[src/rtl/runtime_feature_pkg.sv]
// Shared types and constants for the runtime feature-enable controller:
// FSM state encoding, feature bit positions and the default dependency table.
package runtime_feature_pkg;

    typedef enum logic [1:0] {
        RF_IDLE  = 2'd0,
        RF_FLUSH = 2'd1,
        RF_DRAIN = 2'd2,
        RF_APPLY = 2'd3
    } rf_state_e;

    localparam int unsigned NrFeatDefault = 32'd16;

    localparam int unsigned FeatRVC    = 32'd0;
    localparam int unsigned FeatRVF    = 32'd1;
    localparam int unsigned FeatRVD    = 32'd2;
    localparam int unsigned FeatZiCond = 32'd3;

    typedef logic [NrFeatDefault-1:0] feat_mask_t;

    // Double precision cannot be enabled without single precision.
    localparam feat_mask_t FeatDepMaskDefault [NrFeatDefault] = '{
        FeatRVD: feat_mask_t'(16'h0001 << FeatRVF),
        default: 16'h0000
    };

endpackage

[src/rtl/rf_drain_timer.sv]
// Saturating drain-cycle counter; expired_o is high once the count reaches
// DrainTimeout and stays there until cleared.
module rf_drain_timer #(
    parameter int unsigned DrainTimeout = 32'd255
) (
    input  logic clk_i,
    input  logic rst_i,
    input  logic clr_i,
    input  logic en_i,
    output logic expired_o
);

    localparam int unsigned CntW = $clog2(DrainTimeout + 32'd1);
    localparam logic [CntW-1:0] CntLimit = CntW'(DrainTimeout);
    localparam logic [CntW-1:0] CntOne   = CntW'(32'd1);

    logic [CntW-1:0] cnt_r;

    // Count while enabled, holding at the limit instead of wrapping.
    always_ff @(posedge clk_i or posedge rst_i) begin
        if (rst_i) begin
            cnt_r <= {CntW{1'b0}};
        end else if (clr_i) begin
            cnt_r <= {CntW{1'b0}};
        end else if (en_i && (cnt_r != CntLimit)) begin
            cnt_r <= cnt_r + CntOne;
        end else begin
            cnt_r <= cnt_r;
        end
    end

    assign expired_o = (cnt_r == CntLimit);

endmodule

[src/rtl/runtime_feature_ctrl.sv]
// Run-time feature-enable bank; changes are applied only after a pipeline
// flush and drain. Optional write lock is built with RUNTIME_FEATURE_LOCK_EN.
module runtime_feature_ctrl
    import runtime_feature_pkg::*;
#(
    parameter int unsigned            NrFeatures    = 32'd16,
    parameter logic [NrFeatures-1:0]  FeatRstVal    = '1,
    parameter logic [NrFeatures-1:0]  FeatHardwired = '0,
    parameter logic [NrFeatures-1:0]  FeatDepMask [NrFeatures] = '{default: '0},
    parameter int unsigned            DrainTimeout  = 32'd255
) (
    input  logic                  clk_i,
    input  logic                  rst_i,
    input  logic                  wr_valid_i,
    output logic                  wr_ready_o,
    input  logic [NrFeatures-1:0] wr_data_i,
    input  logic [NrFeatures-1:0] wr_mask_i,
    output logic                  flush_req_o,
    input  logic                  flush_ack_i,
    input  logic                  pipeline_idle_i,
    output logic [NrFeatures-1:0] feat_en_o,
    output logic                  busy_o,
    output logic                  done_o,
    output logic                  err_o
`ifdef RUNTIME_FEATURE_LOCK_EN
    ,
    input  logic                  lock_i
`endif
);

    rf_state_e             state_r, state_nxt_s;
    logic [NrFeatures-1:0] feat_en_r, feat_nxt_s;
    logic [NrFeatures-1:0] pend_r, pend_nxt_s;
    logic [NrFeatures-1:0] eff_s, merged_s, dep_ok_s, cand_s;
    logic                  done_r, done_nxt_s;
    logic                  err_r, err_nxt_s;
    logic                  tmr_clr_s, tmr_en_s, tmr_expired_s;
    logic                  locked_s;

`ifdef RUNTIME_FEATURE_LOCK_EN
    logic lock_r;

    // Sticky lock: once set, only reset releases it.
    always_ff @(posedge clk_i or posedge rst_i) begin
        if (rst_i) begin
            lock_r <= 1'b0;
        end else if (lock_i) begin
            lock_r <= 1'b1;
        end else begin
            lock_r <= lock_r;
        end
    end

    assign locked_s = lock_r;
`else
    assign locked_s = 1'b0;
`endif

    // Candidate enable set: merge the write, drop features with unmet
    // dependencies, and force hardwired bits back to their reset value.
    always_comb begin
        eff_s    = wr_mask_i & ~FeatHardwired;
        merged_s = (feat_en_r & ~eff_s) | (wr_data_i & eff_s);
        dep_ok_s = {NrFeatures{1'b0}};
        for (int unsigned i = 0; i < NrFeatures; i++) begin
            dep_ok_s[i] = merged_s[i] & ((merged_s & FeatDepMask[i]) == FeatDepMask[i]);
        end
        cand_s = (dep_ok_s & ~FeatHardwired) | (FeatRstVal & FeatHardwired);
    end

    // Next-state and next-register logic of the update sequencer.
    always_comb begin
        state_nxt_s = state_r;
        pend_nxt_s  = pend_r;
        feat_nxt_s  = feat_en_r;
        done_nxt_s  = 1'b0;
        err_nxt_s   = 1'b0;
        tmr_clr_s   = 1'b0;
        tmr_en_s    = 1'b0;
        case (state_r)
            RF_IDLE: begin
                if (wr_valid_i) begin
                    if (locked_s) begin
                        err_nxt_s = 1'b1;
                    end else if (cand_s == feat_en_r) begin
                        pend_nxt_s = cand_s;
                        done_nxt_s = 1'b1;
                    end else begin
                        pend_nxt_s  = cand_s;
                        state_nxt_s = RF_FLUSH;
                    end
                end else begin
                    state_nxt_s = RF_IDLE;
                end
            end
            RF_FLUSH: begin
                if (flush_ack_i) begin
                    tmr_clr_s   = 1'b1;
                    state_nxt_s = RF_DRAIN;
                end else begin
                    state_nxt_s = RF_FLUSH;
                end
            end
            RF_DRAIN: begin
                // An idle pipeline wins over a timeout in the same cycle.
                if (pipeline_idle_i) begin
                    state_nxt_s = RF_APPLY;
                end else if (tmr_expired_s) begin
                    err_nxt_s   = 1'b1;
                    pend_nxt_s  = {NrFeatures{1'b0}};
                    state_nxt_s = RF_IDLE;
                end else begin
                    tmr_en_s = 1'b1;
                end
            end
            RF_APPLY: begin
                feat_nxt_s  = pend_r;
                done_nxt_s  = 1'b1;
                state_nxt_s = RF_IDLE;
            end
            default: begin
                state_nxt_s = RF_IDLE;
            end
        endcase
    end

    // State, enable bank, pending value and result pulses.
    always_ff @(posedge clk_i or posedge rst_i) begin
        if (rst_i) begin
            state_r   <= RF_IDLE;
            feat_en_r <= FeatRstVal;
            pend_r    <= {NrFeatures{1'b0}};
            done_r    <= 1'b0;
            err_r     <= 1'b0;
        end else begin
            state_r   <= state_nxt_s;
            feat_en_r <= feat_nxt_s;
            pend_r    <= pend_nxt_s;
            done_r    <= done_nxt_s;
            err_r     <= err_nxt_s;
        end
    end

    rf_drain_timer #(
        .DrainTimeout (DrainTimeout)
    ) u_drain_timer (
        .clk_i     (clk_i),
        .rst_i     (rst_i),
        .clr_i     (tmr_clr_s),
        .en_i      (tmr_en_s),
        .expired_o (tmr_expired_s)
    );

    assign wr_ready_o  = (state_r == RF_IDLE);
    assign busy_o      = (state_r != RF_IDLE);
    assign flush_req_o = (state_r == RF_FLUSH);
    assign feat_en_o   = feat_en_r;
    assign done_o      = done_r;
    assign err_o       = err_r;

endmodule

[config.mk]
export PLATFORM = sky130hd
export DESIGN_NAME = runtime_feature_ctrl
export DESIGN_NICKNAME = d
export VERILOG_FILES = /design/src/rtl/runtime_feature_pkg.sv /design/src/rtl/rf_drain_timer.sv /design/src/rtl/runtime_feature_ctrl.sv
export SDC_FILE = /design/constraint.sdc
export NUM_CORES = 1
export LEC_CHECK = 0
export BUFFER_PORTS_ARGS = -buffer_cell sky130_fd_sc_hd__buf_4
export CAP_MARGIN = 20
export CELL_PAD_IN_SITES_DETAIL_PLACEMENT = 1
export CELL_PAD_IN_SITES_GLOBAL_PLACEMENT = 1
export CORE_MARGIN = 1
export CORE_UTILIZATION = 30
export CTS_CLUSTER_DIAMETER = 80
export DETAILED_ROUTE_END_ITERATION = 12
export GPL_TIMING_DRIVEN = 0
export PLACE_DENSITY_LB_ADDON = 0.12
export RECOVER_POWER = 25
export SLEW_MARGIN = 0
export SYNTH_ARGS = -nofsm -noshare
export SYNTH_HDL_FRONTEND = slang
export SYNTH_SLANG_ARGS = --single-unit
[constraint.sdc]
create_clock -name clk_i -period 2 [get_ports clk_i]
set_input_delay 0.2 -clock clk_i [delete_from_list [all_inputs] [get_ports clk_i]]
set_output_delay 0.2 -clock clk_i [all_outputs]
set_load 0.005 [all_outputs]
Word level (Yosys, flattened, before mapping):

Index checks and enable logic that the tools add are counted.

* register bits after elaboration: 44
* input bits: 37
* output and inout bits: 21
* word-level logic and storage cells: 52

* $add $sub $neg: 1
* eq/ne operators: 11
* muxes and demuxes: 23
* bitwise operators: 4
* reduce and logical (&&, ||, !) cells: 7

Operators with widths (number)
* $mux W16: 3
* $and A16 B16 Y16: 2
* $pmux W16 S2: 1
* $eq A16 B16 Y1: 1
* $mux W8: 2
* $not A16 Y16: 1
* $or A16 B16 Y16: 1
* $mux W1: 10
* $mux W2: 5
* $add A8 B1 Y8 const B: 1
* $eq A8 B8 Y1 const B: 1
* $ne A8 B8 Y1 const B: 1
* $pmux W2 S4: 1
* $ne A2 B2 Y1 const B: 3
* $ne A3 B3 Y1 const B: 2
* $reduce_bool A2 Y1: 3
* $eq A2 B2 Y1 const B: 2
* $reduce_and A4 Y1: 1
* $eq A2 B1 Y1 const B: 1
* $logic_not A2 Y1: 1
* $pmux W1 S2: 1
* $reduce_and A2 Y1: 1
* $logic_and A1 B1 Y1: 1

Depth between registers and ports, before layout:

* depth after elaboration: 7
* gate-level depth with buffers: 7

By module:

A second synthesis with hierarchy kept.

* cells, all modules: 221
* area total of the unflattened synthesis: 2421.1 um^2

Modules (own cells, without submodules)
* runtime_feature_ctrl: instances 1, cells an instance 173, area each 1933.1 um^2
* rf_drain_timer: instances 1, cells an instance 48, area each 488.0 um^2

Worst setup path before layout:

OpenSTA, ideal clock, no wires.

* path kind: reg2reg
* start: register state_r[0]
* end: register state_r[0]
* setup time: 125 ps
* data arrival time: 1603 ps
* required time: 1875 ps
* setup slack: 272 ps
* cell stages (with the launch flop): 8
* clock period less this slack: 1728 ps
* cell sequence: dfrtp_1 -> inv_1 -> ha_1 -> inv_1 -> a2111oi_2 -> and4b_1 -> a21oi_2 -> mux2_4

* word-level cells in the longest chain between the ends: 3
* elaborated cells between the ends (all ways): 8

Ends and longest elaborated chain
* start, declared: line runtime_feature_ctrl.sv:31 `rf_state_e state_r, state_nxt_s;`
* start signal, assigned: line runtime_feature_ctrl.sv:136 `state_r <= state_nxt_s;`
* $logic_not A2 Y1 (*)
* net wr_ready_o: line runtime_feature_ctrl.sv:15 `output logic wr_ready_o,`
* $ne A3 B3 Y1 (no line)
* $reduce_and A2 Y1 (no line)

Mark *: on every way through the listed nets, which the timed path passes. The rest lies on a longest branch.
A chain may end at the register's enable or synchronous reset.

Final worst setup path:

* start: register state_r[0]
* end: register state_r[0]

* word-level cells in the longest chain between the ends: 3
* elaborated cells between the ends (all ways): 8

Ends and longest elaborated chain
* $eq A2 B2 Y1 / $logic_not A2 Y1 (equally long branches): line runtime_feature_ctrl.sv:80 `case (state_r)`
* $ne A3 B3 Y1 (no line)
* $reduce_and A2 Y1 (no line)

Several ways; a longest one is shown, not always the timed one.

==> reports/metrics.cfg <==
[job]
maxCapViolations=0

[timing]
slew_headroom_pct=36.85
fin_ws_ps=82.73
fin_crit_sh_pct=95.86
setup_viol=0
tns_ps=0
grt_setup_unrepaired=yes
fin_skew_ps=13.21
max_freq_mhz=521.6
maxSlewViolCount=0
max_slew.worst_pin.slew_ps=946.1
hold_violations=0
post-route-min-period_ps=1917

[route]
first_iter_violations=37
drt_wl_total_um=5692
drt-wirelength-per-cell_um=15.72
firstDrtPassIters=4
num_vias=1794
final_antenna_net_count=0
post-route-drc-count=0
avgViaCountPerCell=4.956

[place]
dpl.cell_count=351
portBuffers=57
dpl_worst_slack_ps=-141.5
hpwl_um=4335
gp_congestion=0.6821

[synthesis]
ys_seq_area_share_pct=48.07
ys.warnings.count=0
synth-seq-cells=44
synthCells=194
synth.avg_cell_area_um2=12.02
ys_top_cells_by_count=dfrtp_1, mux2i_1, nand3b_1
synthMostInstantiatedCell=dfrtp_1
synthTopCellsByArea=dfrtp_1, dfstp_2, mux2_2
syn-num-nets=236
yosys_most_used_dff=dfrtp_1
synth_cell_type_count=42
synth_top_area_share_pct=30.04
synth_edf_count=0
syn_area_mm2=0.002332
synth_top_area_cell=dfrtp_1
async_reset_ff_share_pct=100.0

[power_and_ir_drop]
peakVddDrop_v=0.0003541
power_density_mw_per_mm2=1177
switching_share_pct=34.81
cellLeakagePower_nw=1.364
power_frac_comb_pct=40.9
power_frac_clock_pct=16.4
power.switching_w=0.001268
total_power_w=0.003643
seqPwrFrac_pct=42.7
p_int_w=0.002375

[floorplan]
rows=31
die_h_um=90.17
fp.dieW_um=90.17
die_area_mm2=0.008131
design.core.area_mm2=0.007370
top_level_ports=58
start_util_pct=31.65

[setup_path]
cp-start-kind=flip-flop
critical_path_class=reg2reg
crit_buf_inv=2
crit_slowest_cell=dfrtp_1
crit_arrival_ps=2110
crit_path_max_incr_delay_ps=430
endpoint_kind=flip-flop
path_max_fanout=5
crit_chain=inv_2 > ha_4 > clkinvlp_4 > a2111oi_4 > and4b_1 > a21oi_2 > mux2_4
cpLargestDelayFamily=flip-flops
cp.required_ps=2190

[grt]
grt_start_max_net_pins=24
grt_overflow=0
antenna_found_initial=0
grt_pass1_wl_um=9680
grt_usage_pct=15.34
grt_pass1_vias=1889

[cts]
htree_levels=2
cts-root-buf=clkbuf_8
numCtsBuffers=5
clkSinkCount=44
clockBufferDepth=2
clkSlewWorstSetupHoldPaths_ps=90
cts_tree=yes
clk_latency_ps=300

[final_layout]
syn2layout_area_growth_pct=32.67
antenna_cells=0
drive_gt1_share_pct=45.25
layout.cells.non_filler=362
nNetsFinal=304

[worst_hold_path]
worst_hold_path_type=in2reg

[run_status]
status=finished clean

flip-flops by register name, summed over array words and instances, names as in the netlist:
signal	cells
feat_en_o	16
pend_r	16
u_drain_timer.cnt_r	8
state_r	2
done_o	1
err_o	1
cell families (layout without fill, tap and decap cells):
group	Yosys count	after routing	synth area share [%]
AO/OA/AOI/OAI	35	35	13.30
XOR/XNOR	9	9	3.380
flip-flops	44	44	48.07
AND/OR/NAND/NOR	54	54	14.75
adder cells (fa/ha/maj)	5	5	2.682
buffers and inverters	13	82	2.146
multiplexers	34	34	15.66
metal layers:
| metal | wire [um] | up-vias | GRT usage [%] |
|---|---|---|---|
| met4 | 42 | 0 | 3.629 |
| met5 | 0 | - | 0 |
| met2 | 2686 | 40 | 24.62 |
| met1 | 2711 | 891 | 20.70 |
| met3 | 252 | 5 | 3.892 |
| li1 | - | 858 | - |
worst min-delay path: cells and delay by family:
family,cells,cell delay [ps]
AOI/OAI and AO/OA,1,110
buffers and inverters,1,90
muxes,1,60
through the flow:
step	utilization, %	hold slack, ps	cell area [um2]
2_1_floorplan	-	387.6	2332
3_3_place_gp	39.13	467.3	2884
3_5_place_dp	39.51	271.5	2912
4_1_cts	41.36	184.1	3048
5_1_grt	41.99	210.7	3094
6_report	41.99	195.3	3094
layout by cell type, fill, tap and decap left out, types with 8 or more instances in the layout:
master      n
buf_4      57
dfrtp_1    28
mux2i_1    17
nand3b_1   17
o2bb2ai_1  16
mux2_2     16
dfstp_2    16
nand2_1     8
nor2_1      8
what timing repair did:
action	in CTS	in global routing
endpoints found under the setup margin	20	12
buffers inserted	2	1
resized for setup	6	9
hold buffers	1	0
pin swaps	1	3
endpoints found under the hold margin	11	0
power by group through the flow:
stage	Sequential [W]	Combinational, W	Clock (W)
global placement	0.00155	0.00138	0
CTS	0.00155	0.00144	0.000623
global route	0.00161	0.00166	0.000656
finish	0.00155	0.00149	0.000598
detailed placement	0.00156	0.00140	0
floorplan	0.00151	0.000827	0
final cells by class:
| cell class | count | area (um2) |
|---|---|---|
| clock inverter | 1 | 7.507 |
| inverter | 8 | 33.78 |
| sequential | 44 | 1121 |
| timing repair buffer | 62 | 488.0 |
| tap | 99 | 123.9 |
| multi-input combinational | 137 | 1214 |
| clock buffer | 7 | 86.33 |
| fill | 825 | 4275 |
| buffer | 4 | 20.02 |
path summary, 6_finish.rpt:
check,slack [ps],cells past startpoint,start,end
min in group asynchronous,660,3,rst_i,pend_r[3]
min reg2reg,490,1,pend_r[14],pend_r[14]
max in group asynchronous,630,4,rst_i,feat_en_o[2]
max reg2reg,80,7,state_r[0],state_r[0]
min,200,3,wr_data_i[13],pend_r[13]
max,80,7,state_r[0],state_r[0]
Note: power is estimated with default switching activity, not from simulation.
